## src/rtl/vending_machine.sv

```systemverilog
// Coin-operated vending controller: accumulates i/j coin credit toward PRICE,
// pulses X on purchase and Y when I_VAL units of excess are refunded.
module vending_machine #(
  parameter int I_VAL = 1,
  parameter int J_VAL = 2,
  parameter int PRICE = 3,
  localparam int CW   = $clog2(PRICE + I_VAL + J_VAL) + 1
) (
  input  logic clk,
  input  logic rst,
  input  logic i,
  input  logic j,
  output logic X,
  output logic Y
);

  if (!(I_VAL >= 1 && I_VAL <= J_VAL && J_VAL <= PRICE)) begin : g_bad_params
    $error("vending_machine: need 1 <= I_VAL <= J_VAL <= PRICE");
  end

  localparam logic [CW-1:0] IV = CW'(I_VAL);
  localparam logic [CW-1:0] JV = CW'(J_VAL);
  localparam logic [CW-1:0] PV = CW'(PRICE);

  logic [CW-1:0] credit, credit_nxt;
  logic [CW-1:0] deposit, total, excess;
  logic          x_nxt, y_nxt;

  always_comb begin
    deposit    = (i ? IV : '0) + (j ? JV : '0);
    total      = credit + deposit;
    excess     = '0;
    x_nxt      = 1'b0;
    y_nxt      = 1'b0;
    credit_nxt = total;
    if (total >= PV) begin
      x_nxt      = 1'b1;
      excess     = total - PV;
      credit_nxt = '0;
      if (excess != '0) begin
        // One I_VAL coin goes back; anything beyond that is carried as credit.
        y_nxt      = 1'b1;
        credit_nxt = (excess >= IV) ? excess - IV : '0;
      end
    end
  end

  always_ff @(posedge clk or negedge rst) begin
    if (!rst) begin
      credit <= '0;
      X      <= 1'b0;
      Y      <= 1'b0;
    end else begin
      credit <= credit_nxt;
      X      <= x_nxt;
      Y      <= y_nxt;
    end
  end

endmodule

```

## config.mk

```make
export PLATFORM = sky130hd
export DESIGN_NAME = vending_machine
export DESIGN_NICKNAME = d
export VERILOG_FILES = /design/src/rtl/vending_machine.sv
export SDC_FILE = /design/constraint.sdc
export NUM_CORES = 1
export LEC_CHECK = 0
export ABC_AREA = 1
export CAP_MARGIN = 20
export CORE_AREA = 2 2 39 41
export DETAILED_ROUTE_END_ITERATION = 10
export DIE_AREA = 0 0 41 43
export GPL_TIMING_DRIVEN = 0
export PLACE_DENSITY = 0.44
export SYNTH_ARGS = -nofsm -noshare
export SYNTH_HDL_FRONTEND = slang
export SYNTH_SLANG_ARGS = --single-unit
```

## constraint.sdc

```tcl
create_clock -name clk -period 2.1 [get_ports clk]
set_input_delay 0.315 -clock clk [delete_from_list [all_inputs] [get_ports clk]]
set_output_delay 0.315 -clock clk [all_outputs]
set_load 0.005 [all_outputs]
```

# After elaboration in Yosys (flattened, before gate mapping)

Index checks and enable logic that the tools add are counted.

Add/sub/neg operators: 4
$lt $le $gt $ge: 2
Muxes and demuxes: 8
Reduce and logical (&&, ||, !) cells: 1

Operator list:

| cell                                                              | count |
|---|---|
| 2-to-1 mux 4 bit                                                  | 3 |
| adder 4 x 3 -> 4 bit                                              | 1 |
| greater-or-equal comparator 4 x 1 -> 1 bit, second input constant | 1 |
| greater-or-equal comparator 4 x 2 -> 1 bit, second input constant | 1 |
| 2-to-1 mux 1 bit                                                  | 4 |
| nonzero test 4 bit                                                | 1 |
| subtractor 4 x 1 -> 4 bit, second input constant                  | 1 |
| subtractor 4 x 2 -> 4 bit, second input constant                  | 1 |
| adder 1 x 2 -> 3 bit                                              | 1 |
| 2-to-1 mux 2 bit                                                  | 1 |

Register bits: 6
Output and inout port bits: 2

# Longest topological paths before layout

Gate-level depths: netlist of run 1.

Depth after elaboration: 8
Depth in mapped cells: 9
Gate-level depth less buffers: 9

# Worst setup path before layout of run 1

OpenSTA, ideal clock, no wires.

Kind: input -> register
Start: input i
End: register credit[0]
Data arrival time: 1.365 ns
Required time: 1.987 ns
Path slack: 0.622 ns
Cell stages on the path: 7
Path buffers: 0
Cells stage by stage: ha_1 -> inv_1 -> fa_1 -> xor2_2 -> nand3_2 -> nand2_1 -> inv_1

Word-level cells in the longest chain between the ends: 8

RTL lines:

| element                                                                                        | line | text |
|---|---|---|
| start: declaration                                                                             | 11   | `input logic i,` |
| 2-to-1 mux 1 bit (*)                                                                           | 30   | `deposit = (i ? IV : '0) + (j ? JV : '0);` |
| adder 1 x 2 -> 3 bit (*)                                                                       | 30   |  |
| adder 4 x 3 -> 4 bit (*)                                                                       | 31   | `total = credit + deposit;` |
| subtractor 4 x 2 -> 4 bit                                                                      | 38   | `excess = total - PV;` |
| subtractor 4 x 1 -> 4 bit / greater-or-equal comparator 4 x 1 -> 1 bit (equally long branches) | 43   | `credit_nxt = (excess >= IV) ? excess - IV : '0;` |
| 2-to-1 mux 4 bit                                                                               | 43   |  |
| 2-to-1 mux 4 bit                                                                               | 40   | `if (excess != '0) begin` |
| 2-to-1 mux 4 bit (*)                                                                           | 36   | `if (total >= PV) begin` |
| net credit_nxt[0]                                                                              | 25   | `logic [CW-1:0] credit, credit_nxt;` |
| end signal: assignment                                                                         | 54   | `credit <= credit_nxt;` |
| end: declaration                                                                               | 25   |  |

Mark *: on every way through the listed nets, which the timed path passes. The rest lies on a longest branch.

# Final worst setup path of run 1

Same ends and word-level chain as after synthesis.

==> qor.txt, run 1 <==
Placed insts = 56
Crit. End Element = flop
Initial antenna violation count = 0
Crit path max fanout = 5
Setup_tns = 0 ns
Gr usage total = 7.81%
Clk Latency, worst-skew pair = 0.24 ns
Post-synthesis cell count = 35
Syn nets = 42
Share of post-route cells with drive strength above 1 = 11.6%
Slowest CP cell = clkdlybuf4s50_1
Actual slew at the worst max-slew pin = 0.281 ns
VDD IR max = 0.344 mV
H-tree Lvls = 1
Worst Path Buf+Inv = 3
Crit share post-route = 85.5%
Post-DP HPWL = 380 um
Crit-path cells = clkdlybuf4s50_1 > ha_1 > inv_1 > fa_1 > xor2_2 > nand3_2 > nand2_1 > inv_1
Crit Path Class = in2reg
Via count = 229
RSZ-0062 raised after global routing = no
Synthesis Warnings = 0
Relative slew margins = 81.2%
DRT Pass-1 Iters = 2
Remaining global-route overflow = 0
Layout area overhead = 29.2%
PwrDens = 1180 nW/um2
Synthesis-stage register bit count = 6
Vias per Instance = 3.88
Top cells by area, synth = dfrtp_1, inv_1, nand2_1
Fin crit period = 1.80 ns
RR Endpoint = credit[0]
R2R depth = 7
Final Hold Fails = 0
First-pass GRT wire length = 841 um
Final non-filler cell total = 59
Worst Hold Slack = 0.317 ns
Port bufs = 5
Clock sinks = 6
Crit path required time = 2.24 ns
Max Cap Viol = 0
Top cell by count, worst path = inv_1
Die Span Y = 43 um
Core area = 1380 um2
Hold Path Class = in2async
Ant. Diodes = 0
Average cell area after synthesis = 9.04 um2
Fin nets = 52
Vias in the first global route = 226
WP data arrival = 1.93 ns
Bufs on Longest Clock Path = 2
Startpoint Class = input port
Worst Setup EP = credit[0]
Status = completed
Post-synth top area cell = dfrtp_1
R2r setup slk = 0.53 ns
Root buf cell = clkbuf_4
Skew final = 0.00123 ns
Post-DRT Antenna Nets = 0
CTS tree = done
CP Launch Point = i
FP Rows = 14
Drc violations = 0
Cell Area, Synth = 317 um2
Fmax = 0.557 GHz
Setup bufs post-CTS = 0
Largest net degree at the start of global routing = 7
Gpl congestion = 0.652
Iteration-0 DRC Markers = 7
# IOs = 6
Register area share after synthesis = 47.4%
Max-slew violations = 0
Routed WL per cell = 7.97 um
Synth unique cells = 9
Setup violations, final = 0
RR Startpoint = credit[0]
CTS Hold Bufs = 0
Die width = 41 um
Initial core utilization = 22.9%
Levels on crit path = 8
Post_cts resized = 0
CTS buffer count = 3
Post-synth top area share = 47.4%
Worst path max stage delay = 0.46 ns
Pleak = 0.000224 uW
Top delay family on crit path = adder cells
Die ar. = 1760 um2
CTS clk-pin slew, worst paths = 0.05 ns
Post-Route WL = 470 um
==> state kept, by name, summed over array words and instances (netlist names) <==
register and cells:
Y 1, X 1, credit 4
==> cells by family (layout without fill, tap and decap cells) <==
group         count (synthesis)  in the layout  synth area share [%]
simple gates                 15             15                  21.3
buf+inv                      10             18                  11.9
flops                         6              6                  47.4
fa+ha+maj                     3              3                  14.2
xor+xnor                      1              1                  5.14
==> cells in the mapped netlist, drive strengths merged <==
library cell / n
nand2: 8
fa: 1
dfrtp: 6
inv: 10
nor2: 2
nand3: 5
xor2: 1
ha: 2
==> power by group <==
group	switching (uW)	internal [uW]	leakage [uW]	total, uW
combinational	109	103	0.000134	211
sequential	11.7	155	0.0000763	167
clock	41.3	64.6	0.0000138	106
total	162	323	0.000224	484
==> cell usage in the layout (no fill, tap or decap), drive strengths merged <==
| master | count |
|---|---|
| fa | 1 |
| nand2 | 8 |
| clkbuf | 3 |
| nor2 | 2 |
| nand3 | 5 |
| inv | 10 |
| ha | 2 |
| clkdlybuf4s50 | 5 |
| dfrtp | 6 |
| xor2 | 1 |
==> final cells by class <==
cell class	instances	area [um2]
Tap cell	16	20.0
Clock buffer	3	22.5
Inverter	10	37.5
Timing Repair Buffer	5	50.0
Sequential cell	6	150
Multi-Input combinational cell	19	129
Fill cell	148	975
==> through the flow <==
stage          area, um2  utilization, %  worst slack, ns  total power, uW
3_5_place_dp         387            27.9           0.0218              383
2_1_floorplan        317               -            0.622              312
6_report             409            29.6            0.305              484
5_1_grt              409            29.6            0.184              537
4_1_cts              409            29.6            0.273              495
3_3_place_gp         387            27.9           0.0106              385
==> worst min-delay path by stage <==
stage,startpoint,to,slack (ns),cells past startpoint
2_1_floorplan,rst,X,0.02,0
3_3_place_gp,rst,credit[3],0.58,1
3_5_place_dp,rst,Y,0.59,1
4_1_cts,rst,Y,0.32,1
5_1_grt,rst,X,0.33,1
6_report,rst,Y,0.32,1
==> routing by layer <==
metal,wire (um),global-route usage [%],vias to the layer above
li1,-,-,119
met1,225,9.63,107
met2,234,9.38,3
met3,10,3.14,0
met4,0,8.00,0
met5,0,0,-
==> worst register-to-register path: cells and delay by family (launching register included) <==
family / cells / cell delay, ns
xor gates and xnor gates: 1 / 0.28
adders and majority gates: 2 / 0.58
buffers and inverters: 2 / 0.09
DFF: 1 / 0.32
and+or+nand+nor: 2 / 0.19
Power figures use the tool's default switching activity.
==> run 2, diff against run 1 <==
--- a/config.mk
+++ b/config.mk
@@ -6,12 +6,11 @@
 export NUM_CORES = 1
 export LEC_CHECK = 0
 export ABC_AREA = 1
-export CAP_MARGIN = 20
 export CORE_AREA = 2 2 39 41
 export DETAILED_ROUTE_END_ITERATION = 10
 export DIE_AREA = 0 0 41 43
 export GPL_TIMING_DRIVEN = 0
-export PLACE_DENSITY = 0.44
+export PLACE_DENSITY_LB_ADDON = 0.2
 export SYNTH_ARGS = -nofsm -noshare
 export SYNTH_HDL_FRONTEND = slang
 export SYNTH_SLANG_ARGS = --single-unit
==> qor.txt, run 2 (same netlist as run 1, synthesis figures left out) <==
Bufs on Longest Clock Path = 2 (unchanged)
Final Hold Fails = 0 (unchanged)
Remaining global-route overflow = 0 (unchanged)
Routed WL per cell = 8.69 um (+9.1%)
Register area = 150 um2 (unchanged)
Fmax = 0.552 GHz (-0.99%)
Relative slew margins = 82.2% (+0.99 points)
Status = completed
VDD IR max = 0.427 mV (+24%)
Most frequent cells in the layout = inv_1, nand2_1, dfrtp_1, clkdlybuf4s50_1, nand3_1
Hold Path Class = in2async
Regs by FF count = credit (4), X (1), Y (1)
Ant. Diodes = 0 (unchanged)
First-pass GRT wire length = 917 um (+9.0%)
Gpl congestion = 0.659 (+0.97%)
Max-slew violations = 0 (unchanged)
Layout area overhead = 29.2% (unchanged)
RR Endpoint = credit[0]
CTS buffer count = 3 (unchanged)
Commonest non-fill, non-tap cell in the layout = inv_1
Pleak = 0.000224 uW (unchanged)
Crit path max fanout = 5 (unchanged)
Max Cap Viol = 0 (unchanged)
PwrDens = 1190 nW/um2 (+0.57%)
CTS Hold Bufs = 0 (unchanged)
# IOs = 6 (unchanged)
Crit path required time = 2.24 ns (about the same)
Crit. End Element = flop
Initial core utilization = 22.9% (unchanged)
Fin nets = 52 (unchanged)
Largest register FFs = 4 (unchanged)
RSZ-0062 raised after global routing = no
R2r setup slk = 0.50 ns (-0.03 ns)
Core area = 1380 um2 (unchanged)
Gr usage total = 8.43% (+0.63 points)
Post_cts resized = 0 (unchanged)
Actual slew at the worst max-slew pin = 0.266 ns (-0.0148 ns)
Vias per Instance = 3.93 (+1.3%)
Vias in the first global route = 216 (-4.4%)
Clock sinks = 6 (unchanged)
Clk Latency, worst-skew pair = 0.24 ns (about the same)
Final core occ = 29.6% (unchanged)
WP data arrival = 1.95 ns (+0.02 ns)
Die Span Y = 43 um (unchanged)
Post-DP HPWL = 424 um (+11%)
Crit share post-route = 86.3% (+0.85 points)
CTS tree = done
DRT Pass-1 Iters = 4 (+2)
Crit Path Class = in2reg
Top reg by flops = credit
Post-Route WL = 513 um (+9.1%)
FP Rows = 14 (unchanged)
Initial antenna violation count = 0 (unchanged)
Drc violations = 0 (unchanged)
CTS clk-pin slew, worst paths = 0.04 ns (about the same)
Skew final = 0.00353 ns (+0.00231 ns)
Largest net degree at the start of global routing = 7 (unchanged)
Die ar. = 1760 um2 (unchanged)
Setup_tns = 0 ns (unchanged)
Post-DRT Antenna Nets = 0 (unchanged)
Fin crit period = 1.81 ns (+0.0179 ns)
Area of the multi-input gates = 129 um2 (unchanged)
Startpoint Class = input port
Setup violations, final = 0 (unchanged)
Iteration-0 DRC Markers = 5 (-2)
Setup bufs post-CTS = 0 (unchanged)
Layout fillers = 144 (-2.7%)
Root buf cell = clkbuf_4
H-tree Lvls = 1 (unchanged)
RR Startpoint = credit[0]
R2R depth = 7 (unchanged)
Share of post-route cells with drive strength above 1 = 11.6% (unchanged)
Die width = 41 um (unchanged)
Via count = 232 (+1.3%)
Port bufs = 5 (unchanged)
run 2: worst max path at each step:
| stage | startpoint | end | depth (start not counted) |
|---|---|---|---|
| after floorplan | i | credit[0] | 7 |
| after global placement | i | credit[0] | 8 |
| after detailed placement | i | credit[0] | 8 |
| after CTS | i | credit[0] | 8 |
| after global routing | i | credit[1] | 8 |
| final | i | credit[0] | 8 |
run 2: final cells by class:
cell class | count | share of cell area (%)
clock buffer | 3 | 5.50
tap | 16 | 4.89
sequential | 6 | 36.7
inverter | 10 | 9.17
timing repair buffer | 5 | 12.2
multi-input combinational | 19 | 31.5
run 2: per-stage QoR:
step                      power, uW  setup WS [ns]  std cells  instance area [um2]  hold WS (ns)
after floorplan                 312          0.622         35                  317        0.0194
after global placement          380         0.0441         56                  387         0.567
after detailed placement        385         0.0255         56                  387         0.578
after CTS                       503          0.286         59                  409         0.307
after global routing            545          0.163         59                  409         0.337
final                           487          0.287         59                  409         0.310
run 2: metal layers:
layer | global-route usage [%] | wire (um) | up-vias
met5 | 0 | 0 | -
met2 | 10.9 | 271 | 7
met3 | 1.57 | 27 | 0
met1 | 10.0 | 214 | 108
met4 | 10.0 | 0 | 0
li1 | - | - | 117
run 2: report_power, final:
| group | internal (uW) | leakage [uW] | switching, uW |
|---|---|---|---|
| clock network | 64.5 | 0.0000138 | 39.7 |
| logic | 102 | 0.000134 | 111 |
| registers | 155 | 0.0000763 | 13.6 |
run 2: critical path: stages:
cell and delay (ns):
clkdlybuf4s50_1 0.46, ha_1 0.19, inv_1 0.06, fa_1 0.41, xor2_2 0.29, nand3_2 0.12, nand2_1 0.07, inv_1 0.04
==> run 3, diff against run 2 <==
--- a/config.mk
+++ b/config.mk
@@ -6,9 +6,9 @@
 export NUM_CORES = 1
 export LEC_CHECK = 0
 export ABC_AREA = 1
-export CORE_AREA = 2 2 39 41
+export CORE_AREA = 10 10 47 49
 export DETAILED_ROUTE_END_ITERATION = 10
-export DIE_AREA = 0 0 41 43
+export DIE_AREA = 0 0 57 59
 export GPL_TIMING_DRIVEN = 0
 export PLACE_DENSITY_LB_ADDON = 0.2
 export SYNTH_ARGS = -nofsm -noshare
==> qor.txt, run 3 (same netlist as run 1, synthesis figures left out) <==
Hold Path Class = in2async
Post-DP HPWL = 451 um (+6.3%)
Die width = 57 um (+39%)
First-pass GRT wire length = 1090 um (+19%)
Post_cts resized = 0 (unchanged)
Core area = 1400 um2 (+1.3%)
Setup bufs post-CTS = 0 (unchanged)
Status = completed
Gr usage total = 4.34% (-4.1 points)
Routed WL per cell = 9.93 um (+14%)
Setup violations, final = 0 (unchanged)
Fin crit period = 1.83 ns (+0.0180 ns)
Share of post-route cells with drive strength above 1 = 11.6% (unchanged)
Regs by FF count = credit (4), X (1), Y (1)
Crit share post-route = 87.2% (+0.86 points)
Post-DRT Antenna Nets = 0 (unchanged)
Remaining global-route overflow = 0 (unchanged)
Ant. Diodes = 0 (unchanged)
Top reg by flops = credit
Bufs on Longest Clock Path = 2 (unchanged)
Total power = 490 uW (+0.64%)
Crit path max fanout = 5 (unchanged)
Clock sinks = 6 (unchanged)
Startpoint Class = input port
DRT Pass-1 Iters = 1 (-3)
Vias per Instance = 3.80 (-3.4%)
Port bufs = 5 (unchanged)
Largest register FFs = 4 (unchanged)
Initial antenna violation count = 0 (unchanged)
Clk Latency, worst-skew pair = 0.24 ns (about the same)
Crit path required time = 2.24 ns (about the same)
RR Startpoint = credit[0]
Max-slew violations = 0 (unchanged)
Vias in the first global route = 251 (+16%)
RSZ-0062 raised after global routing = no
Skew final = 0.000411 ns (-0.00312 ns)
Drc violations = 0 (unchanged)
CTS Hold Bufs = 0 (unchanged)
VDD IR max = 0.499 mV (+17%)
Iteration-0 DRC Markers = 0 (-5)
Largest net degree at the start of global routing = 7 (unchanged)
Pleak = 0.000224 uW (unchanged)
Setup WS post-layout = 0.269 ns (-0.0180 ns)
CP Launch Point = i
CTS clk-pin slew, worst paths = 0.05 ns (about the same)
Setup_tns = 0 ns (unchanged)
Fmax = 0.546 GHz (-0.98%)
Max Cap Viol = 0 (unchanged)
# IOs = 6 (unchanged)
Via count = 224 (-3.4%)
Fin nets = 52 (unchanged)
Actual slew at the worst max-slew pin = 0.287 ns (+0.0201 ns)
Die ar. = 3360 um2 (+91%)
H-tree Lvls = 1 (unchanged)
Most frequent cells in the layout = inv_1, nand2_1, dfrtp_1, clkdlybuf4s50_1, nand3_1
Worst Hold Slack = 0.320 ns (+0.00943 ns)
WP data arrival = 1.97 ns (+0.02 ns)
Gpl congestion = 0.637 (-3.3%)
CTS tree = done
Root buf cell = clkbuf_4
Final Hold Fails = 0 (unchanged)
CTS buffer count = 3 (unchanged)
Pre-CTS setup slack = -0.00647 ns (-0.0320 ns)
PwrDens = 1200 nW/um2 (+0.64%)
Crit. End Element = flop
Post-Route WL = 586 um (+14%)
Relative slew margins = 80.8% (-1.3 points)
Commonest non-fill, non-tap cell in the layout = inv_1
FP Rows = 14 (unchanged)
Layout area overhead = 29.2% (unchanged)
Initial core utilization = 22.6% (-0.29 points)
Crit Path Class = in2reg
Die Span Y = 59 um (+37%)
==> run 3: cell counts in the layout (fill, tap and decap cells not counted) <==
Identical to the previous run, type by type.
==> run 3: worst paths after layout <==
check | end | slack, ns | depth (start not counted)
setup / recovery | credit[0] | 0.27 | 8
hold / removal | credit[3] | 0.32 | 1
setup reg to reg | credit[0] | 0.50 | 7
hold reg to reg | credit[0] | 0.58 | 3
max in group asynchronous | Y | 1.56 | 1
min in group clk | credit[0] | 0.58 | 3
==> run 3: cell type report <==
class | instances | area, um2
fillers | 163 | 992
repair buffers | 5 | 50.0
multi-input cells | 19 | 129
clock buffers | 3 | 22.5
well taps | 16 | 20.0
inverters | 10 | 37.5
flip-flops and latches | 6 | 150
==> run 3: per-layer routing <==
metal | up-vias | wire [um] | global-route usage (%)
li1 | 118 | - | -
met1 | 103 | 248 | 4.33
met2 | 3 | 291 | 6.20
met3 | 0 | 46 | 2.58
met4 | 0 | 0 | 4.03
met5 | - | 0 | 0
==> run 3: worst max-delay path, cell delays in order <==
cell and delay, ns:
clkdlybuf4s50_1 0.46, ha_1 0.19, inv_1 0.06, fa_1 0.41, xor2_2 0.30, nand3_2 0.12, nand2_1 0.07, inv_1 0.04
==> run 3: stage by stage <==
stage	std cells	utilization, %	cell area, um2
after global routing	59	29.2	409
final	59	29.2	409
after CTS	59	29.2	409
after floorplan	35	-	317
after global placement	56	27.6	387
after detailed placement	56	27.6	387
==> run 3: report_power, final <==
part | switching, uW | internal, uW
clock | 42.3 | 64.7
sequential | 11.8 | 155
combinational | 114 | 103
total | 168 | 323
